===== src/rtl/apb_requester.sv =====
// apb_requester: single-outstanding APB initiator with wait states and a programmable timeout
//   PCLK, PRESETn                                   clock, synchronous active-low reset
//   cmd_valid/cmd_ready, cmd_write/addr/wdata       CPU-side command handshake
//   rsp_valid, rsp_rdata, rsp_err                   one-cycle completion pulse and held result
//   busy                                            transfer in progress
//   PSEL, PENABLE, PWRITE, PADDR, PWDATA            APB request outputs
//   PRDATA, PREADY                                  APB responder inputs
module apb_requester #(
   parameter int ADDR_W  = 8,
   parameter int DATA_W  = 8,
   parameter int TIMEOUT = 16,
   parameter int TO_W    = 8
) (
   input  logic              PCLK,
   input  logic              PRESETn,
   input  logic              cmd_valid,
   output logic              cmd_ready,
   input  logic              cmd_write,
   input  logic [ADDR_W-1:0] cmd_addr,
   input  logic [DATA_W-1:0] cmd_wdata,
   output logic              rsp_valid,
   output logic [DATA_W-1:0] rsp_rdata,
   output logic              rsp_err,
   output logic              busy,
   output logic              PSEL,
   output logic              PENABLE,
   output logic              PWRITE,
   output logic [ADDR_W-1:0] PADDR,
   output logic [DATA_W-1:0] PWDATA,
   input  logic [DATA_W-1:0] PRDATA,
   input  logic              PREADY
);
   typedef enum logic [1:0] {IDLE, SETUP, ACCESS} state_t;
   // abort fires on the stalled edge that would bring the counter to TIMEOUT
   localparam logic [TO_W-1:0] TO_LAST = TO_W'(TIMEOUT == 0 ? 0 : TIMEOUT - 1);
   state_t state, nxt;
   logic [TO_W-1:0] wait_cnt;
   logic done, abort;
   always_comb begin
      nxt   = state;
      done  = 1'b0;
      abort = 1'b0;
      case (state)
         IDLE:   nxt = cmd_valid ? SETUP : IDLE;
         SETUP:  nxt = ACCESS;
         ACCESS: begin
            done  = PREADY;
            abort = !PREADY && (TIMEOUT != 0) && (wait_cnt == TO_LAST);
            nxt   = (done || abort) ? IDLE : ACCESS;
         end
         default: nxt = IDLE;
      endcase
   end
   // all outputs are registered from the next state so they change only on PCLK
   always_ff @(posedge PCLK) begin
      if (!PRESETn) begin
         state     <= IDLE;
         cmd_ready <= 1'b1;
         busy      <= 1'b0;
         PSEL      <= 1'b0;
         PENABLE   <= 1'b0;
         PWRITE    <= 1'b0;
         PADDR     <= '0;
         PWDATA    <= '0;
         rsp_valid <= 1'b0;
         rsp_rdata <= '0;
         rsp_err   <= 1'b0;
         wait_cnt  <= '0;
      end else begin
         state     <= nxt;
         cmd_ready <= nxt == IDLE;
         busy      <= nxt != IDLE;
         PSEL      <= nxt != IDLE;
         PENABLE   <= nxt == ACCESS;
         rsp_valid <= done || abort;
         if (done || abort) begin
            rsp_err   <= abort;
            rsp_rdata <= (done && !PWRITE) ? PRDATA : '0;
         end
         if (state == IDLE && cmd_valid) begin
            PWRITE   <= cmd_write;
            PADDR    <= cmd_addr;
            wait_cnt <= '0;
            if (cmd_write) PWDATA <= cmd_wdata;
         end else if (state == ACCESS && !PREADY && wait_cnt != '1) begin
            wait_cnt <= wait_cnt + 1'b1;
         end
      end
   end
endmodule


===== config.mk =====
export PLATFORM = sky130hd
export DESIGN_NAME = apb_requester
export DESIGN_NICKNAME = d
export VERILOG_FILES = /design/src/rtl/apb_requester.sv
export SDC_FILE = /design/constraint.sdc
export NUM_CORES = 1
export LEC_CHECK = 0
export ABC_AREA = 1
export ABC_CLOCK_PERIOD_IN_PS = 3600
export BUFFER_PORTS_ARGS = -buffer_cell sky130_fd_sc_hd__buf_2
export CAP_MARGIN = 25
export CORE_UTILIZATION = 41
export DETAILED_ROUTE_END_ITERATION = 16
export MAX_ROUTING_LAYER = met4
export PLACE_DENSITY_LB_ADDON = 0.3
export SLEW_MARGIN = 15
export SYNTH_ARGS = -nofsm -noshare
export SYNTH_HDL_FRONTEND = slang
export SYNTH_SLANG_ARGS = --single-unit

===== constraint.sdc =====
create_clock -name PCLK -period 3.6 [get_ports PCLK]
set_input_delay 0.18 -clock PCLK [delete_from_list [all_inputs] [get_ports PCLK]]
set_output_delay 0.18 -clock PCLK [all_outputs]
set_load 0.01 [all_outputs]

# Word-level counts from Yosys, hierarchy flattened
# Index checks and enable logic that the tools add are counted.
# totals
regBits	40
input_bits	29
out_inout_bits	31
word_cells	38
# op_classes
n_addsub	1
n_eq_ne	5
mux	6
bitwise_logic	1
n_reduce_logical	14
# ops
op	n
8-bit by 1-bit adder with 8-bit output (second input constant)	1
8-bit by 4-bit == test with 1-bit output (second input constant)	1
8-bit 2-to-1 mux	1
8-bit inequality test (second input constant)	1
2-bit case mux with 3 select lines	1
1-bit logical AND	5
2-bit == test (second input constant)	2
2-bit zero test	2
1-bit 2-to-1 mux	3
2-bit by 1-bit == test with 1-bit output (second input constant)	1
1-bit zero test	2
1-bit logical OR	2
2-bit 2-to-1 mux	1
2-bit AND reduction	1
2-bit nonzero test	1
2-bit OR reduction	1
1-bit inverter	1

# Longest topological paths before layout
# logic_depth
depth_word	6
ltp_mapped	8
depth_no_buf	8

# Worst setup path before layout
# No wires, ideal clock.
# synth_timing
kind	register to register
from	register wait_cnt[0]
to	register wait_cnt[7]
arrival_time_ns	1.128
t_required_ns	3.487
setup_slack_ns	2.359
stages_incl_launch_ff	9
n_path_buf	0
cell_sequence	dfxtp_1 ha_1 nand2_1 nor2_4 nand2_4 nand2_2 nor2_1 nor2_1 nor2_1
# synth_via
elab_chain_len	2
# synth_lines
element	line	rtl
start, declared	37	logic [TO_W-1:0] wait_cnt;
start signal, assigned	86	wait_cnt <= wait_cnt + 1'b1;
parallel branches: the longest is 2 deep, another holds 8-bit by 1-bit adder with 8-bit output	-	
# Several ways; the timed one is not identified.
# A chain may end at the register's enable or synchronous reset.

# Worst setup path in the final report
# layout_timing
from	register state[0]
to	register rsp_rdata[2]
# layout_via
elab_chain_len	4
# layout_lines
element	line	rtl
start, declared	36	state_t state, nxt;
start signal, assigned	70	state <= nxt;
2-bit == test (*)	43	case (state)
1-bit 2-to-1 mux	43	
1-bit logical AND	78	rsp_rdata <= (done && !PWRITE) ? PRDATA : '0;
8-bit 2-to-1 mux	78	
end signal, assigned	78	
end, declared	22	output logic [DATA_W-1:0] rsp_rdata,
# Mark *: on every way between the ends. The rest lies on a longest branch, timed or not.

==> results.md <==
* HP Class: input port to flop
* Adder-cell share of the synthesized area at 0.007974
* Clk pwr share at 0.418
* Peak VDD IR at 0.2786 mV
* Final setup viols at 0
* Syn_area_per_cell at 8.172 um^2
* First-pass GRT wire length at 5451 um
* Fillers at 345
* Die W at 63.86 um
* Io pins at 60
* Die footprint at 4078 um^2
* Worst-Margin Slew at 0.6528 ns
* CTS tree: done
* Status: complete, no violations
* Gate power share at 0.089
* PD cells at 472.9 nW/um^2
* Final Util at 0.5496
* Hold-fix buffers at CTS at 0
* Num CTS Buffers at 5
* Max-cap viol count at 0
* Setup bufs post-CTS at 0
* Vias per cell at 4.903
* Post-DP HPWL at 2270 um
* Reg2reg end: rsp_rdata[2]
* # port buffers at 59
* Worst Hold Depth at 2
* Worst-Skew Late Latency at 0.29 ns
* Post-DRT Antenna Nets at 0
* Pin count of the biggest net entering global routing at 23
* Synth warn at 0
* Hold Path Sink: PADDR[1]
* Initial Util at 0.4286
* Share of layout cells above drive strength 1 at 0.3254
* Post-Synth Simple-Gate Area at 0.2879
* Ant diodes at 0
* Fin crit period at 1.589 ns
* Synth Net Count at 222
* Final Cycle Share at 0.4415
* Cell leakage power at 0.9130 nW
* Wirelength, routed at 3305 um
* Placed cells at 292
* First drt pass iteration count at 4
* Fin cells at 300
* Synth area leaders: dfxtp_1 51%, nand2_1 9.8%, a21oi_1 7.7%
* Share of the synthesized area in the top cell type at 0.5104
* Fmax at 629.1 MHz
* Synth Area in XOR/XNOR at 0
* Sw Share at 0.2220
* Power, Total at 0.9515 mW
* Die height at 63.86 um
* Drt drc at 0
* Gr ovfl total at 0
* CP max FO at 13
* Final Skew at 0.001359 ns
* Longest Clk Path Bufs at 2
* Synth Area in Compound Gates at 0.1356
* Number of global-route vias before repair at 1,223
* Worst Path Arrival at 1.74 ns
* Flops & latches, synth at 40
* CTS Sinks at 40
* WHS at 0.09107 ns
* Post-Synthesis Cell Area at 1569 um^2
* Largest family of logic cells by synthesized area: simple AND/OR/NAND/NOR gates
* Post-synth cell types at 23
* 1st-iter DRT viols at 92
* Seq pwr share at 0.493
* Post-Syn Instances at 192
* Post-CTS Resized at 0
* Rows at 22
* Mux cell area share after synthesis at 0
* Crit end category: flop
* Cell depth of the worst flop-to-flop path at 4
* Pint at 0.7403 mW
* Number of H-tree levels at 2
* Hold Fails Final Rpt at 0
* Cell accounting for the most synthesized area: dfxtp_1
* Routability congestion estimate at 0.7861
* Setup Crit Path Kind: flop to flop
* Hold Crit Start: cmd_addr[1]
* Clk root buf: clkbuf_8
* Worst setup SP type: flop
* Total GRT Usage at 0.1793
* Vias post-DR at 1,471
* Reg clk slew, reported paths at 0.07 ns
* Register area share after synthesis at 0.5104
* Final count of pins violating max slew at 0
* Reg2reg start: state[0]
* Sw Pwr at 0.2113 mW
* WL per Instance at 11.02 um
* Area delta synth->final at 28.23%
* # nets final at 281
* R2R Setup Slk at 2.01 ns
* CORE AREA at 3661 um^2
* Relative slew slack at 0.5643
* RSZ-0062 raised after global routing: no
* Antenna violations before repair at 0
* Setup TNS at 0 ns
* Req. time, crit path at 3.75 ns
[per-layer routing]
metal / track usage / up-vias / wire length [um]
li1: - / 762 / -
met5: - / - / 0
met4: 0.07670 / 0 / 61
met1: 0.2175 / 662 / 1586
met2: 0.2753 / 39 / 1481
met3: 0.05357 / 8 / 174
[Yosys cell counts]
cell,instances
a21oi_1,24
a22o_1,8
a31oi_1,2
buf_2,1
buf_4,3
clkbuf_1,3
dfxtp_1,40
ha_1,1
inv_1,9
inv_2,5
nand2_1,41
nand2_2,3
nand2_4,1
nand3_1,22
nand3_2,3
nand3b_1,1
nand4_1,4
nor2_1,15
nor2_2,1
nor2_4,1
nor3_1,1
nor3_4,1
o21ai_1,2
[critical path: stages, from the launching register on]
cell	delay [ns]
dfxtp_1	0.35
nor3_4	0.50
nand2_1	0.36
nand3_1	0.16
a21oi_1	0.07
[how the worst max path moves through the flow]
stage | startpoint | to | slack [ns] | depth (start not counted)
2_1_floorplan | wait_cnt[0] | wait_cnt[7] | 2.36 | 8
3_3_place_gp | state[0] | rsp_rdata[4] | 2.09 | 4
3_5_place_dp | state[0] | rsp_rdata[2] | 2.03 | 4
4_1_cts | state[0] | rsp_rdata[2] | 2.01 | 4
5_1_grt | state[0] | rsp_rdata[2] | 1.89 | 4
6_report | state[0] | rsp_rdata[2] | 2.01 | 4
[flip-flops by register name (all words and copies together), names as in the netlist, 2 cells and up]
register,cells
PADDR,8
PWDATA,8
rsp_rdata,8
wait_cnt,8
state,2
[power by group through the flow]
stage | Combinational (mW) | Clock, mW | Sequential, mW
floorplan | 0.0409 | 0 | 0.487
global placement | 0.0845 | 0 | 0.478
detailed placement | 0.0858 | 0 | 0.479
CTS | 0.0859 | 0.406 | 0.469
global route | 0.0946 | 0.425 | 0.471
finish | 0.0850 | 0.397 | 0.469
[placed cells by master, fill, tap and decap left out, drive strengths merged, types with 2 or more instances in the layout]
cell	count
clkbuf	7
buf	59
dfxtp	40
nand4	4
nand3	25
inv	14
a21oi	24
nor2	17
nor3	2
o21ai	2
a31oi	2
a22o	8
nand2	45
[through the flow]
stage          instance area, um^2  setup WS, ns
2_1_floorplan                 1569         2.359
3_3_place_gp                  1886         2.090
3_5_place_dp                  1886         2.031
4_1_cts                       2012         2.012
5_1_grt                       2012         1.890
6_report                      2012         2.011
[cells by family after synthesis]
group | after synthesis
buf+inv | 21
flops | 40
fa+ha+maj | 1
simple gates | 94
compound gates | 36
[layout make-up]
class                      count  area, um^2  area share
tap                           48       60.06     0.02985
timing repair buffer          59       295.3      0.1468
clock buffer                   7       96.34     0.04789
sequential                    40       800.8      0.3980
multi-input combinational    131       676.9      0.3364
inverter                      14       52.55     0.02612
clock inverter                 1       30.03     0.01493
No activity file was read; power rests on OpenSTA's default activity.
